==> src/rtl/oled_spi_ctrl.sv <==
// oled_spi_ctrl: SSD1331 PMOD OLED power-up sequencer and FIFO-fed SPI mode-0 master.
// Every pin output is a flop, so the panel never sees combinational glitches.
module oled_spi_ctrl #(
    parameter int CLK_DIV    = 2,
    parameter int FIFO_DEPTH = 4,
    parameter int PWR_CYCLES = 16,
    parameter int RES_CYCLES = 16
) (
    input  logic       clk,
    input  logic       reset,
    input  logic       wr_en,
    input  logic [8:0] wr_data,
    output logic       full,
    output logic       busy,
    output logic       ready,
    output logic       overflow,
    output logic       oled_cs,
    output logic       oled_mosi,
    output logic       oled_sck,
    output logic       oled_dc,
    output logic       oled_res,
    output logic       oled_vcc_en,
    output logic       oled_pmod_en
);
    localparam int MAXA = CLK_DIV > PWR_CYCLES ? CLK_DIV : PWR_CYCLES;
    localparam int MAXC = MAXA > RES_CYCLES ? MAXA : RES_CYCLES;
    localparam int CW   = $clog2(MAXC + 1);
    localparam int AW   = $clog2(FIFO_DEPTH);
    localparam int NW   = AW + 1;
    localparam logic [CW-1:0] DIV_END = CW'(CLK_DIV - 1);
    localparam logic [CW-1:0] PWR_END = CW'(PWR_CYCLES - 1);
    localparam logic [CW-1:0] RES_END = CW'(RES_CYCLES - 1);

    typedef enum logic [2:0] {PWR_ON, RES_LOW, RES_HIGH, IDLE, LOAD, SHIFT, DONE} state_t;

    state_t        state_q, state_d;
    logic [CW-1:0] cnt_q, cnt_d;
    logic [2:0]    bit_q, bit_d;
    logic [6:0]    sr_q, sr_d;
    logic [8:0]    mem_q [FIFO_DEPTH];
    logic [8:0]    head;
    logic [AW-1:0] wp_q, wp_d, rp_q, rp_d;
    logic [NW-1:0] count_q, count_d;
    logic          overflow_q, overflow_d, ready_q, ready_d, cs_q, cs_d, mosi_q, mosi_d;
    logic          sck_q, sck_d, dc_q, dc_d, res_q, res_d, pmod_q, pmod_d;
    logic          empty, push, pop, tick, rise, fall;

    assign empty = count_q == '0;
    assign full  = count_q == NW'(FIFO_DEPTH);
    assign push  = wr_en && !full;
    assign pop   = state_d == LOAD;
    assign head  = mem_q[rp_q];
    assign tick  = cnt_q == DIV_END;
    assign rise  = state_q == SHIFT && tick && !sck_q;
    assign fall  = state_q == SHIFT && tick && sck_q;
    assign wp_d  = push ? wp_q + AW'(1) : wp_q;
    assign rp_d  = pop ? rp_q + AW'(1) : rp_q;
    assign count_d = count_q + NW'(push) - NW'(pop);

    always_ff @(posedge clk or posedge reset) begin
        if (reset) begin
            state_q    <= PWR_ON;
            cnt_q      <= '0;
            bit_q      <= '0;
            sr_q       <= '0;
            wp_q       <= '0;
            rp_q       <= '0;
            count_q    <= '0;
            overflow_q <= 1'b0;
            ready_q    <= 1'b0;
            cs_q       <= 1'b1;
            mosi_q     <= 1'b0;
            sck_q      <= 1'b0;
            dc_q       <= 1'b0;
            res_q      <= 1'b1;
            pmod_q     <= 1'b0;
        end else begin
            state_q    <= state_d;
            cnt_q      <= cnt_d;
            bit_q      <= bit_d;
            sr_q       <= sr_d;
            wp_q       <= wp_d;
            rp_q       <= rp_d;
            count_q    <= count_d;
            overflow_q <= overflow_d;
            ready_q    <= ready_d;
            cs_q       <= cs_d;
            mosi_q     <= mosi_d;
            sck_q      <= sck_d;
            dc_q       <= dc_d;
            res_q      <= res_d;
            pmod_q     <= pmod_d;
        end
    end

    always_ff @(posedge clk) begin
        if (push) mem_q[wp_q] <= wr_data;
    end

    always_comb begin
        state_d = state_q;
        case (state_q)
            PWR_ON:   if (cnt_q == PWR_END) state_d = RES_LOW;
            RES_LOW:  if (cnt_q == RES_END) state_d = RES_HIGH;
            RES_HIGH: if (cnt_q == RES_END) state_d = IDLE;
            IDLE:     if (!empty) state_d = LOAD;
            LOAD:     state_d = SHIFT;
            SHIFT:    if (fall && bit_q == '0) state_d = empty ? DONE : LOAD;
            DONE:     if (tick) state_d = IDLE;
            default:  state_d = PWR_ON;
        endcase
        // one counter serves init waits, the SCK divider and the DONE hold
        cnt_d = (state_q == IDLE || state_d != state_q || (state_q == SHIFT && tick)) ? '0 : cnt_q + CW'(1);
        bit_d = state_q == LOAD ? 3'd7 : fall ? bit_q - 3'd1 : bit_q;
    end

    always_comb begin
        pmod_d     = 1'b1;
        res_d      = state_d != RES_LOW;
        ready_d    = state_d inside {IDLE, LOAD, SHIFT, DONE};
        cs_d       = !(state_d inside {LOAD, SHIFT, DONE});
        sck_d      = rise ? 1'b1 : fall ? 1'b0 : sck_q;
        mosi_d     = pop ? head[7] : (fall && bit_q != '0) ? sr_q[6] : cs_d ? 1'b0 : mosi_q;
        sr_d       = pop ? head[6:0] : fall ? {sr_q[5:0], 1'b0} : sr_q;
        dc_d       = pop ? head[8] : dc_q;
        overflow_d = overflow_q || (wr_en && full);
    end

    assign busy         = !ready_q || state_q != IDLE || !empty;
    assign ready        = ready_q;
    assign overflow     = overflow_q;
    assign oled_cs      = cs_q;
    assign oled_mosi    = mosi_q;
    assign oled_sck     = sck_q;
    assign oled_dc      = dc_q;
    assign oled_res     = res_q;
    assign oled_vcc_en  = ready_q;
    assign oled_pmod_en = pmod_q;
endmodule

==> config.mk <==
export PLATFORM = sky130hd
export DESIGN_NAME = oled_spi_ctrl
export DESIGN_NICKNAME = d
export VERILOG_FILES = /design/src/rtl/oled_spi_ctrl.sv
export SDC_FILE = /design/constraint.sdc
export NUM_CORES = 1
export LEC_CHECK = 0
export CAP_MARGIN = 0
export CORE_UTILIZATION = 55
export DETAILED_ROUTE_END_ITERATION = 8
export GPL_ROUTABILITY_DRIVEN = 0
export HOLD_SLACK_MARGIN = 0.06
export PLACE_DENSITY = 0.76
export SKIP_CTS_REPAIR_TIMING = 1
export SLEW_MARGIN = 20
export SYNTH_ARGS = -nofsm -noshare
export SYNTH_HDL_FRONTEND = slang
export SYNTH_SLANG_ARGS = --single-unit
==> constraint.sdc <==
create_clock -name clk -period 9.8 [get_ports clk]
set_input_delay 1.96 -clock clk [delete_from_list [all_inputs] [get_ports clk]]
set_output_delay 1.96 -clock clk [all_outputs]
set_load 0.05 [all_outputs]
# Yosys cells after proc, flatten, opt, wreduce, memory -nomap -nowiden
# Memories as Yosys holds them, arrays and structs flattened.
# Cells that the tools add are included.
# W data, S select, Z words.
[word_totals]
inputBits = 12
reg_bits = 33
mem_bits_ro = 0
latchBits = 0
ramBits = 36
n_memories = 1
wordCells = 85
[classes]
shifts = 0
bitwise = 0
n_reduce_logical = 26
magnitude_cmp = 0
eq_ne = 17
addsub = 6
div = 0
multipliers = 0
mux = 20
[mem_list]
columns = ["memory", "depth", "word_bits", "read_ports", "rd_ports_with_merged_regs", "write_ports", "line_no", "rtl"]
rows = [
  ["mem_q", 4, 9, 1, 0, 1, "40", "logic [8:0] mem_q [FIFO_DEPTH];"],
]
[op_table]
columns = ["cell", "n"]
rows = [
  ["$mux W3", 8],
  ["$eq A3 B3 Y1 const B", 7],
  ["$pmux W3 S7", 1],
  ["$mux W7", 2],
  ["$eq A3 B2 Y1 const B", 3],
  ["$logic_not A3 Y1", 3],
  ["$logic_and A1 B1 Y1", 7],
  ["$mux W1", 7],
  ["$ne A3 B2 Y1 const B", 2],
  ["$reduce_bool A2 Y1", 3],
  ["$reduce_bool A3 Y1", 2],
  ["$add A5 B1 Y5 const B", 1],
  ["$eq A5 B1 Y1 const B", 1],
  ["$eq A5 B4 Y1 const B", 1],
  ["$logic_not A1 Y1", 5],
  ["$logic_or A1 B1 Y1", 5],
  ["$mux W5", 1],
  ["$add A2 B1 Y2 const B", 2],
  ["$reduce_bool A4 Y1", 1],
  ["$add A3 B1 Y3", 1],
  ["$eq A3 B1 Y1 const B", 1],
  ["$ne A3 B1 Y1 const B", 1],
  ["$ne A3 B3 Y1", 1],
  ["$sub A3 B1 Y3", 1],
  ["2 further kinds", 2],
]

# Longest topological paths before layout
# Gate-level depths: netlist (run 1).
[depth]
word_depth = 11
mapped_depth = 15
mapped_depth_nobuf = 14

# Worst setup path after synthesis (run 1)
# No wires, ideal clock.
[synth_path]
path_kind = "reg-to-output"
from = "reg count_q[1]"
to = "out full"
path_slack_ns = 6.146
stages_incl_launch_ff = 2
arrival_ns = 1.694
path_cell_list = "dfrtp_1 > nor3b_1"
[synth_via]
elab_chain_cells = 1
[synth_lines]
columns = ["element", "line_no", "rtl"]
rows = [
  ["start, declared", "43", "logic [NW-1:0] count_q, count_d;"],
  ["start signal, assigned", "84", "count_q <= count_d;"],
  ["$eq A3 B3 Y1", "49", "assign full = count_q == NW'(FIFO_DEPTH);"],
  ["end, declared", "13", "output logic full,"],
]
# Every way passes these cells.

# Final worst setup path (run 1)
[layout_path]
from = "reg count_q[1]"
to = "out busy"
[layout_via]
elab_chain_cells = 3
[layout_lines]
columns = ["element", "line_no", "rtl"]
rows = [
  ["$logic_not A3 Y1", "48", "assign empty = count_q == '0;"],
  ["$logic_not A1 Y1", "129", "assign busy = !ready_q || state_q != IDLE || !empty;"],
  ["$logic_or A1 B1 Y1", "129", ""],
  ["end, declared", "14", "output logic busy,"],
]
# Every way passes these cells.

==> flow_metrics.py, run 1 <==
metrics = {
    "grt": {
        "grt_pass1_vias": 1685,
        "grt_overflow": 0,
        "grt_pass1_wl_um": 8270,
        "antenna_found_initial": 0,
        "grt.total_usage": 0.190,
        "grt_start_max_net_pins": 34,
    },
    "sta": {
        "fin_ws_ns": 5.79,
        "fin_crit_sh": 0.409,
        "fin_crit_ns": 4.01,
        "skew_ns": 0.00850,
        "timing.final.max_slew_violations": 0,
        "rsz0062_at_grt": "no",
        "timing.fmax_mhz": 250,
        "hold_violations": 0,
        "worst_slew_pin_slew_ns": 0.635,
        "finalSetupTns_ns": 0,
        "setup_violations": 0,
        "max_slew_margin": 0.577,
    },
    "synthesis": {
        "ys.flop_type": "edfxtp_1",
        "postSynthCellCount": 208,
        "yosysWarningCount": 0,
        "synth_edf_count": 36,
        "avgSynthCellArea_um2": 14.8,
        "ys_seq_elements": 69,
        "yosysUniqueCellTypes": 45,
        "ys_async_sr_fraction": 0.478,
        "yosysSeqAreaShare": 0.620,
        "syn_nets": 232,
        "syn-cell-area_mm2": 0.00308,
    },
    "worst_setup_path": {
        "start_kind": "flip-flop",
        "worst_setup_path_end_kind": "output port",
        "cp.required_ns": 7.84,
        "critPathKind": "reg2out",
        "cp_max_fo": 5,
        "arrival_ns": 2.05,
    },
    "placed_design": {
        "hpwlAfterDp_um": 3290,
        "pre_cts_ws_ns": 5.55,
        "portBuffers": 22,
    },
    "power_and_ir_drop": {
        "power_density_mw_per_mm2": 314,
        "max-vdd-ir-drop_v": 0.000163,
        "leakagePower_nw": 1.40,
    },
    "finish": {
        "drive_gt1_frac": 0.197,
        "area_growth_pct": 17.3,
        "antenna_cells": 0,
        "nFillCells": 358,
        "final_nets": 257,
    },
    "drt": {
        "wl_met2_um": 2290,
        "wl_per_cell_um": 15.8,
        "wirelength_um": 4870,
        "drc": 0,
        "wl_met3_um": 167,
        "drt_iter0_drc": 95,
        "top_layer": "met4",
        "num_vias": 1672,
        "antenna_left": 0,
        "vias_per_cell": 5.43,
        "wl_met1_um": 2300,
        "first_pass_iters": 4,
    },
    "min_path": {
        "hp-class": "reg2reg",
    },
    "job": {
        "cap_violations": 0,
    },
    "clock_network": {
        "clock-root-buffer": "clkbuf_8",
        "cts_tree": "yes",
        "cts.path.max_buffers": 2,
        "clk_pin_slew_ns": 0.07,
        "clkLatencyLatePin_ns": 0.34,
        "cts_buffers": 9,
        "ctsHtreeMaxLevel": 3,
        "cts.sinks": 69,
    },
    "die": {
        "core-area_mm2": 0.00524,
        "fp.dieH_um": 76.8,
        "start_util": 0.588,
        "rows": 26,
        "ios": 23,
        "die_area_mm2": 0.00590,
        "fp.dieW_um": 76.8,
    },
    "outcome": {
        "status": "finished, final reports clean",
    },
}
## routing by layer
| layer | GRT usage | vias up |
|---|---|---|
| met2 | 0.274 | 35 |
| met4 | 0.0846 | 0 |
| li1 | - | 802 |
| met5 | 0 | - |
| met3 | 0.0619 | 10 |
| met1 | 0.262 | 825 |
## synth_stat cells, types with 2 or more instances
cell,number,share of area
mux2_4,6,0.029
o31a_1,2,0.0057
edfxtp_1,36,0.35
buf_1,2,0.0024
ha_1,11,0.045
nand2_1,6,0.0073
dfrtp_1,31,0.25
nand3_1,7,0.011
o21ai_0,6,0.0098
inv_1,18,0.022
nand2b_1,3,0.0061
xor2_1,2,0.0057
mux4_2,9,0.066
or3_1,2,0.0041
nor2b_1,5,0.010
a22oi_1,2,0.0049
clkbuf_1,5,0.0061
nand4_1,4,0.0081
a21oi_1,2,0.0033
nor2_1,8,0.0098
and2_1,4,0.0081
mux2_2,7,0.026
and3_1,2,0.0041
dfstp_2,2,0.017
xnor2_1,6,0.017
## critical path, stage by stage, from the launching register on
cell and delay [ns]:
dfrtp_1 0.46, nor3_1 0.37, nand4_1 0.16, clkdlybuf4s50_1 0.73
## where the power goes
| part | internal [mW] | switching, mW |
|---|---|---|
| combinational | 0.187 | 0.199 |
| sequential | 0.387 | 0.0531 |
| clock | 0.196 | 0.112 |
## cell type report
cell class / instances / area [um2] / area share
multi-input combinational: 112 / 1050 / 0.290
clock buffer: 9 / 124 / 0.0343
timing repair buffer: 23 / 228 / 0.0631
clock inverter: 7 / 146 / 0.0405
sequential: 69 / 1910 / 0.529
tap: 70 / 87.6 / 0.0243
inverter: 18 / 67.6 / 0.0187
## state kept, by name, indices dropped and copies added, names as in the netlist
signal        count
overflow          1
oled_mosi         1
cnt_q             5
oled_pmod_en      1
count_q           3
oled_dc           1
state_q           3
oled_sck          1
rp_q              2
oled_vcc_en       1
mem_q            36
bit_q             3
oled_res          1
wp_q              2
oled_cs           1
sr_q              7
## cells by family after synthesis
kind of cell / Yosys count / synth area share
AO/OA/AOI/OAI: 20 / 0.0504
multiplexers: 22 / 0.121
AND/OR/NAND/NOR: 49 / 0.0943
buffers and inverters: 27 / 0.0394
adder cells (fa/ha/maj): 12 / 0.0512
flip-flops: 69 / 0.620
other: 1 / 0.00122
XOR/XNOR: 8 / 0.0228
## final timing paths
path	from	cells past startpoint	end	slack, ns
setup reg to reg	cnt_q[0]	14	count_q[2]	6.35
setup / recovery	count_q[1]	3	busy	5.79
hold reg to reg	overflow	1	overflow	0.46
min in group asynchronous	reset	3	wp_q[1]	2.00
hold / removal	overflow	1	overflow	0.46
max in group asynchronous	reset	3	oled_res	7.47
## cells in the final DEF, fill, tap and decap left out, types with 3 or more instances in the layout
master	netlist	layout
and2_1	4	4
bufinv_16	0	4
clkbuf_8	0	9
clkdlybuf4s50_1	0	22
dfrtp_1	31	31
edfxtp_1	36	36
ha_1	11	11
inv_1	18	18
mux2_2	7	7
mux2_4	6	6
mux4_2	9	9
nand2_1	6	6
nand2b_1	3	3
nand3_1	7	7
nand4_1	4	4
nor2_1	8	8
nor2b_1	5	5
o21ai_0	6	6
xnor2_1	6	6
## per-stage QoR
stage               cell area (um2)  std cells  hold WS (ns)   util  power (mW)
finish                         3610        308         0.463  0.689        1.13
global route                   3610        308         0.495  0.689        1.20
CTS                            3610        308         0.467  0.689        1.14
detailed placement             3340        292         0.451  0.638       0.834
global placement               3340        292         0.442  0.638       0.822
floorplan                      3080        208         0.461      -       0.765
(Power assumes the default switching activity.)
==> run 2: changes to the inputs <==
- clock period: 9.8 -> 3.8 ns (I/O delays scaled with it)
==> run 2 against run 1 <==
Against the previous run:
- combinational power increased to 2.6 times the previous value
- clock-buffer cell count up 1
- first-iteration DRC count shrank 29%
- routed wire length grew 2.4%
- critical path type is now reg2reg
- largest cell class unchanged
- highest routed layer unchanged
==> flow_metrics.py, run 2 (synthesis gave the netlist of run 1 again) <==
metrics = {
    "outcome": {
        "status": "finished, final reports clean",
    },
    "worst_setup_path": {
        "r2r_start": "cnt_q[0]",
        "reg2reg_slack_ns": 0.33,
        "r2r_end": "count_q[2]",
        "critPathKind": "reg2reg",
        "cp.required_ns": 4.02,
        "cp_max_fo": 11,
        "start_kind": "flip-flop",
        "worst_setup_path_end_kind": "flip-flop",
        "arrival_ns": 3.69,
        "reg2regPathDepth": 14,
    },
    "finish": {
        "final_nets": 258,
        "final_util": 0.676,
        "area_growth_pct": 14.9,
        "drive_gt1_frac": 0.192,
        "postLayoutCellArea_mm2": 0.00354,
        "regMostFlops": "mem_q",
        "largestRegisters": "mem_q (36), sr_q (7), cnt_q (5)",
        "antenna_cells": 0,
        "largest_reg_flops": 36,
        "final_cells": 309,
        "final_cell_mix": "edfxtp_1, dfrtp_1, clkdlybuf4s50_1",
        "layout_commonest_cell": "edfxtp_1",
    },
    "grt": {
        "grt_pass1_vias": 1697,
        "grt_start_max_net_pins": 34,
        "busiest_layer": "met2",
        "grt.total_usage": 0.192,
        "grt_util_met2": 0.295,
        "grt_use_met1": 0.253,
        "globalRouteMet3Util": 0.0524,
        "grt_pass1_wl_um": 8310,
        "antenna_found_initial": 0,
        "grt_overflow": 0,
    },
    "min_path": {
        "hold_end": "overflow",
        "hp-class": "reg2reg",
        "worstHoldStart": "overflow",
        "whs_path_depth": 1,
    },
    "sta": {
        "finalSetupTns_ns": 0,
        "fin_ws_ns": 0.326,
        "timing.fmax_mhz": 288,
        "rsz0062_at_grt": "no",
        "fin_crit_sh": 0.914,
        "worst_slew_pin_slew_ns": 0.646,
        "skew_ns": 0.00592,
        "max_slew_margin": 0.569,
        "hold_violations": 0,
        "fin_crit_ns": 3.47,
        "setup_violations": 0,
        "hold_slack_ns": 0.492,
        "timing.final.max_slew_violations": 0,
    },
    "die": {
        "fp.dieW_um": 76.8,
        "fp.dieH_um": 76.8,
        "start_util": 0.588,
        "ios": 23,
        "die_area_mm2": 0.00590,
        "rows": 26,
        "core-area_mm2": 0.00524,
    },
    "clock_network": {
        "cts_buffers": 9,
        "cts_tree": "yes",
        "cts.sinks": 69,
        "clock-root-buffer": "clkbuf_8",
        "clkLatencyLatePin_ns": 0.34,
        "cts.path.max_buffers": 2,
        "ctsHtreeMaxLevel": 3,
        "clk_pin_slew_ns": 0.07,
    },
    "drt": {
        "drt_iter0_drc": 67,
        "num_vias": 1677,
        "first_pass_iters": 4,
        "wl_per_cell_um": 16.1,
        "vias_per_cell": 5.43,
        "antenna_left": 0,
        "drc": 0,
        "wirelength_um": 4980,
    },
    "placed_design": {
        "hpwlAfterDp_um": 3380,
        "portBuffers": 22,
        "post-place-cells": 293,
        "place_area_mm2": 0.00335,
        "pre_cts_ws_ns": 0.345,
    },
    "power_and_ir_drop": {
        "power_mw": 2.72,
        "leakagePower_nw": 1.36,
        "power_density_mw_per_mm2": 767,
        "max-vdd-ir-drop_v": 0.000423,
    },
    "job": {
        "cap_violations": 0,
    },
}
-- run 2: metal layers --
metal	vias to the layer above	wire, um
met5	-	0
met4	0	38
met3	2	192
met2	28	2490
met1	839	2260
li1	808	-
-- run 2: how the worst max path moves through the flow --
stage                     startpoint  slack (ns)  cells past startpoint    endpoint
after floorplan           count_q[1]        0.57                     11  count_q[2]
after global placement      cnt_q[0]        0.49                     14  count_q[2]
after detailed placement    cnt_q[0]        0.35                     14  count_q[2]
final                       cnt_q[0]        0.33                     14  count_q[2]
after global routing        cnt_q[0]        0.15                     14  count_q[2]
after CTS                   cnt_q[0]        0.31                     14  count_q[2]
-- run 2: cell type report --
| cell class | count | area [um2] |
|---|---|---|
| multi-input combinational | 112 | 1050 |
| fill | 381 | 1700 |
| timing repair buffer | 24 | 235 |
| sequential | 69 | 1910 |
| tap | 70 | 87.6 |
| inverter | 18 | 67.6 |
| clock buffer | 10 | 128 |
| clock inverter | 6 | 62.6 |
-- run 2: power breakdown --
group,total (mW),switching [mW],internal [mW]
Combinational,1.00,0.517,0.484
Clock,0.577,0.275,0.302
Sequential,1.14,0.140,0.997
-- run 2: critical path: stages, from the launching register on --
cell and delay [ns]:
dfrtp_1 0.41, ha_1 0.23, and3_1 0.19, ha_1 0.20, nor2b_1 0.14, a222oi_1 0.31
o31a_1 0.33, and3_4 0.35, ha_1 0.27, inv_1 0.06, ha_1 0.14, inv_1 0.06
fa_1 0.39, xnor2_1 0.15, xnor2_1 0.13
==> run 3: changes to the inputs <==
- PLACE_DENSITY: 0.76 -> 0.77
==> run 3 against run 2 <==
Against the previous run:
- total power is 0.76% higher
- hold slack worse by 0.032 ns
- maximum frequency grew 2.5%
- largest cell class unchanged
- clock-buffer cell count fell by 1
- non-clock buffer count unchanged
- via count shrank 0.72%
- combinational power about the same
- global-route usage down 0.35 points
- final area grew 0.46%
- clock skew rose by 0.0035 ns
- register-to-register slack gained 0.09 ns
==> flow_metrics.py, run 3 (synthesis gave the netlist of run 1 again) <==
metrics = {
    "sta": {
        "skew_ns": 0.00946,
        "fin_crit_ns": 3.39,
        "finalSetupTns_ns": 0,
        "fin_crit_sh": 0.892,
        "setup_violations": 0,
        "timing.final.max_slew_violations": 0,
        "worst_slew_pin_slew_ns": 0.673,
        "timing.fmax_mhz": 295,
        "hold_violations": 0,
        "rsz0062_at_grt": "no",
        "max_slew_margin": 0.552,
        "fin_ws_ns": 0.411,
    },
    "worst_setup_path": {
        "worst_setup_path_end_kind": "flip-flop",
        "arrival_ns": 3.66,
        "path_common_cell": "ha_1",
        "r2r_start": "cnt_q[0]",
        "critPathBufInv": 2,
        "critical-path-slowest-cell": "dfrtp_1",
        "startpoint": "cnt_q[0]",
        "cpPeakStageDelay_ns": 0.41,
        "start_kind": "flip-flop",
        "critPathKind": "reg2reg",
        "cp_top_family": "adder cells",
        "cp.required_ns": 4.07,
        "cp_cell_sequence": "ha_1, and3_1, ha_1, nor2b_1, a222oi_1, o31a_1, and3_4, ha_1, inv_1, ha_1, inv_1, fa_1, xnor2_1, xnor2_1",
        "cp_max_fo": 11,
    },
    "finish": {
        "final_nets": 258,
        "antenna_cells": 0,
        "nFillCells": 375,
        "drive_gt1_frac": 0.201,
        "largest_reg_flops": 36,
        "largestRegisters": "mem_q (36), sr_q (7), cnt_q (5)",
        "area_growth_pct": 15.4,
        "layout_commonest_cell": "edfxtp_1",
        "final_cells": 309,
        "final_util": 0.679,
        "regMostFlops": "mem_q",
        "final_cell_mix": "edfxtp_1, dfrtp_1, clkdlybuf4s50_1",
    },
    "clock_network": {
        "cts_buffers": 9,
        "clock-root-buffer": "clkbuf_8",
        "ctsHtreeMaxLevel": 3,
        "clkLatencyLatePin_ns": 0.34,
        "cts.path.max_buffers": 2,
        "clk_pin_slew_ns": 0.07,
        "cts.sinks": 69,
        "cts_tree": "yes",
    },
    "die": {
        "rows": 26,
        "start_util": 0.588,
        "fp.dieW_um": 76.8,
        "fp.dieH_um": 76.8,
        "core-area_mm2": 0.00524,
        "die_area_mm2": 0.00590,
        "ios": 23,
    },
    "grt": {
        "grt_pass1_wl_um": 8050,
        "grt_pass1_vias": 1600,
        "antenna_found_initial": 0,
        "grt_overflow": 0,
        "grt_start_max_net_pins": 31,
        "grt.total_usage": 0.188,
    },
    "drt": {
        "first_pass_iters": 4,
        "antenna_left": 0,
        "wirelength_um": 4850,
        "vias_per_cell": 5.39,
        "wl_per_cell_um": 15.7,
        "drc": 0,
        "num_vias": 1665,
        "drt_iter0_drc": 90,
    },
    "power_and_ir_drop": {
        "power_mw": 2.74,
        "leakagePower_nw": 1.38,
        "power_density_mw_per_mm2": 770,
        "max-vdd-ir-drop_v": 0.000448,
    },
    "placed_design": {
        "pre_cts_ws_ns": 0.394,
        "hpwlAfterDp_um": 3410,
        "portBuffers": 22,
        "post-place-cells": 293,
    },
    "job": {
        "cap_violations": 0,
    },
    "outcome": {
        "status": "finished, final reports clean",
    },
    "min_path": {
        "worstHoldStart": "overflow",
        "hp-class": "reg2reg",
    },
}
==> run 3: cell types whose count changed in the layout (fill, tap and decap cells not counted), sizes merged <==
cell,before,now
clkinv,2,4
inv,19,20
clkbuf,10,9
clkinvlp,2,0
==> run 3: final cells by class <==
cell class	instances	area, um2	share of cell area
clock buffer	9	124	0.0348
clock inverter	7	82.6	0.0232
inverter	18	67.6	0.0190
multi-input combinational	112	1050	0.295
sequential	69	1910	0.537
tap	70	87.6	0.0246
timing repair buffer	24	235	0.0662
==> run 3: worst paths after layout <==
path                                end  slack, ns  cells past startpoint
max                          count_q[2]       0.41                     14
min                            overflow       0.46                      1
max reg2reg                  count_q[2]       0.41                     14
min reg2reg                    overflow       0.46                      1
max in group asynchronous       oled_cs       2.58                      3
min in group asynchronous  oled_pmod_en       0.59                      2
==> run 3: through the flow <==
stage / cell area [um2] / hold slack (ns)
CTS: 3550 / 0.461
floorplan: 3080 / 0.461
global placement: 3350 / 0.440
finish: 3550 / 0.459
global route: 3550 / 0.484
detailed placement: 3350 / 0.444
==> run 3: worst reg2reg max path: cells and delay by family (launching register included) <==
| family | cells | cell delay, ns |
|---|---|---|
| and+or+nand+nor | 3 | 0.69 |
| AOI/OAI and AO/OA | 2 | 0.61 |
| xor gates and xnor gates | 2 | 0.32 |
| adders and majority gates | 5 | 1.18 |
| DFF | 1 | 0.41 |
| buffers and inverters | 2 | 0.10 |
==> run 3: layer usage <==
metal  track usage  wire length [um]  up-vias
li1              -                 -      804
met1         0.261              2310      833
met2         0.267              2330       22
met3        0.0714               141        6
met4        0.0750                60        0
met5             0                 0        -
==> run 3: power breakdown <==
| group | internal (mW) | switching, mW |
|---|---|---|
| Sequential | 0.997 | 0.140 |
| Combinational | 0.482 | 0.511 |
| Clock | 0.312 | 0.294 |
| Total | 1.79 | 0.945 |
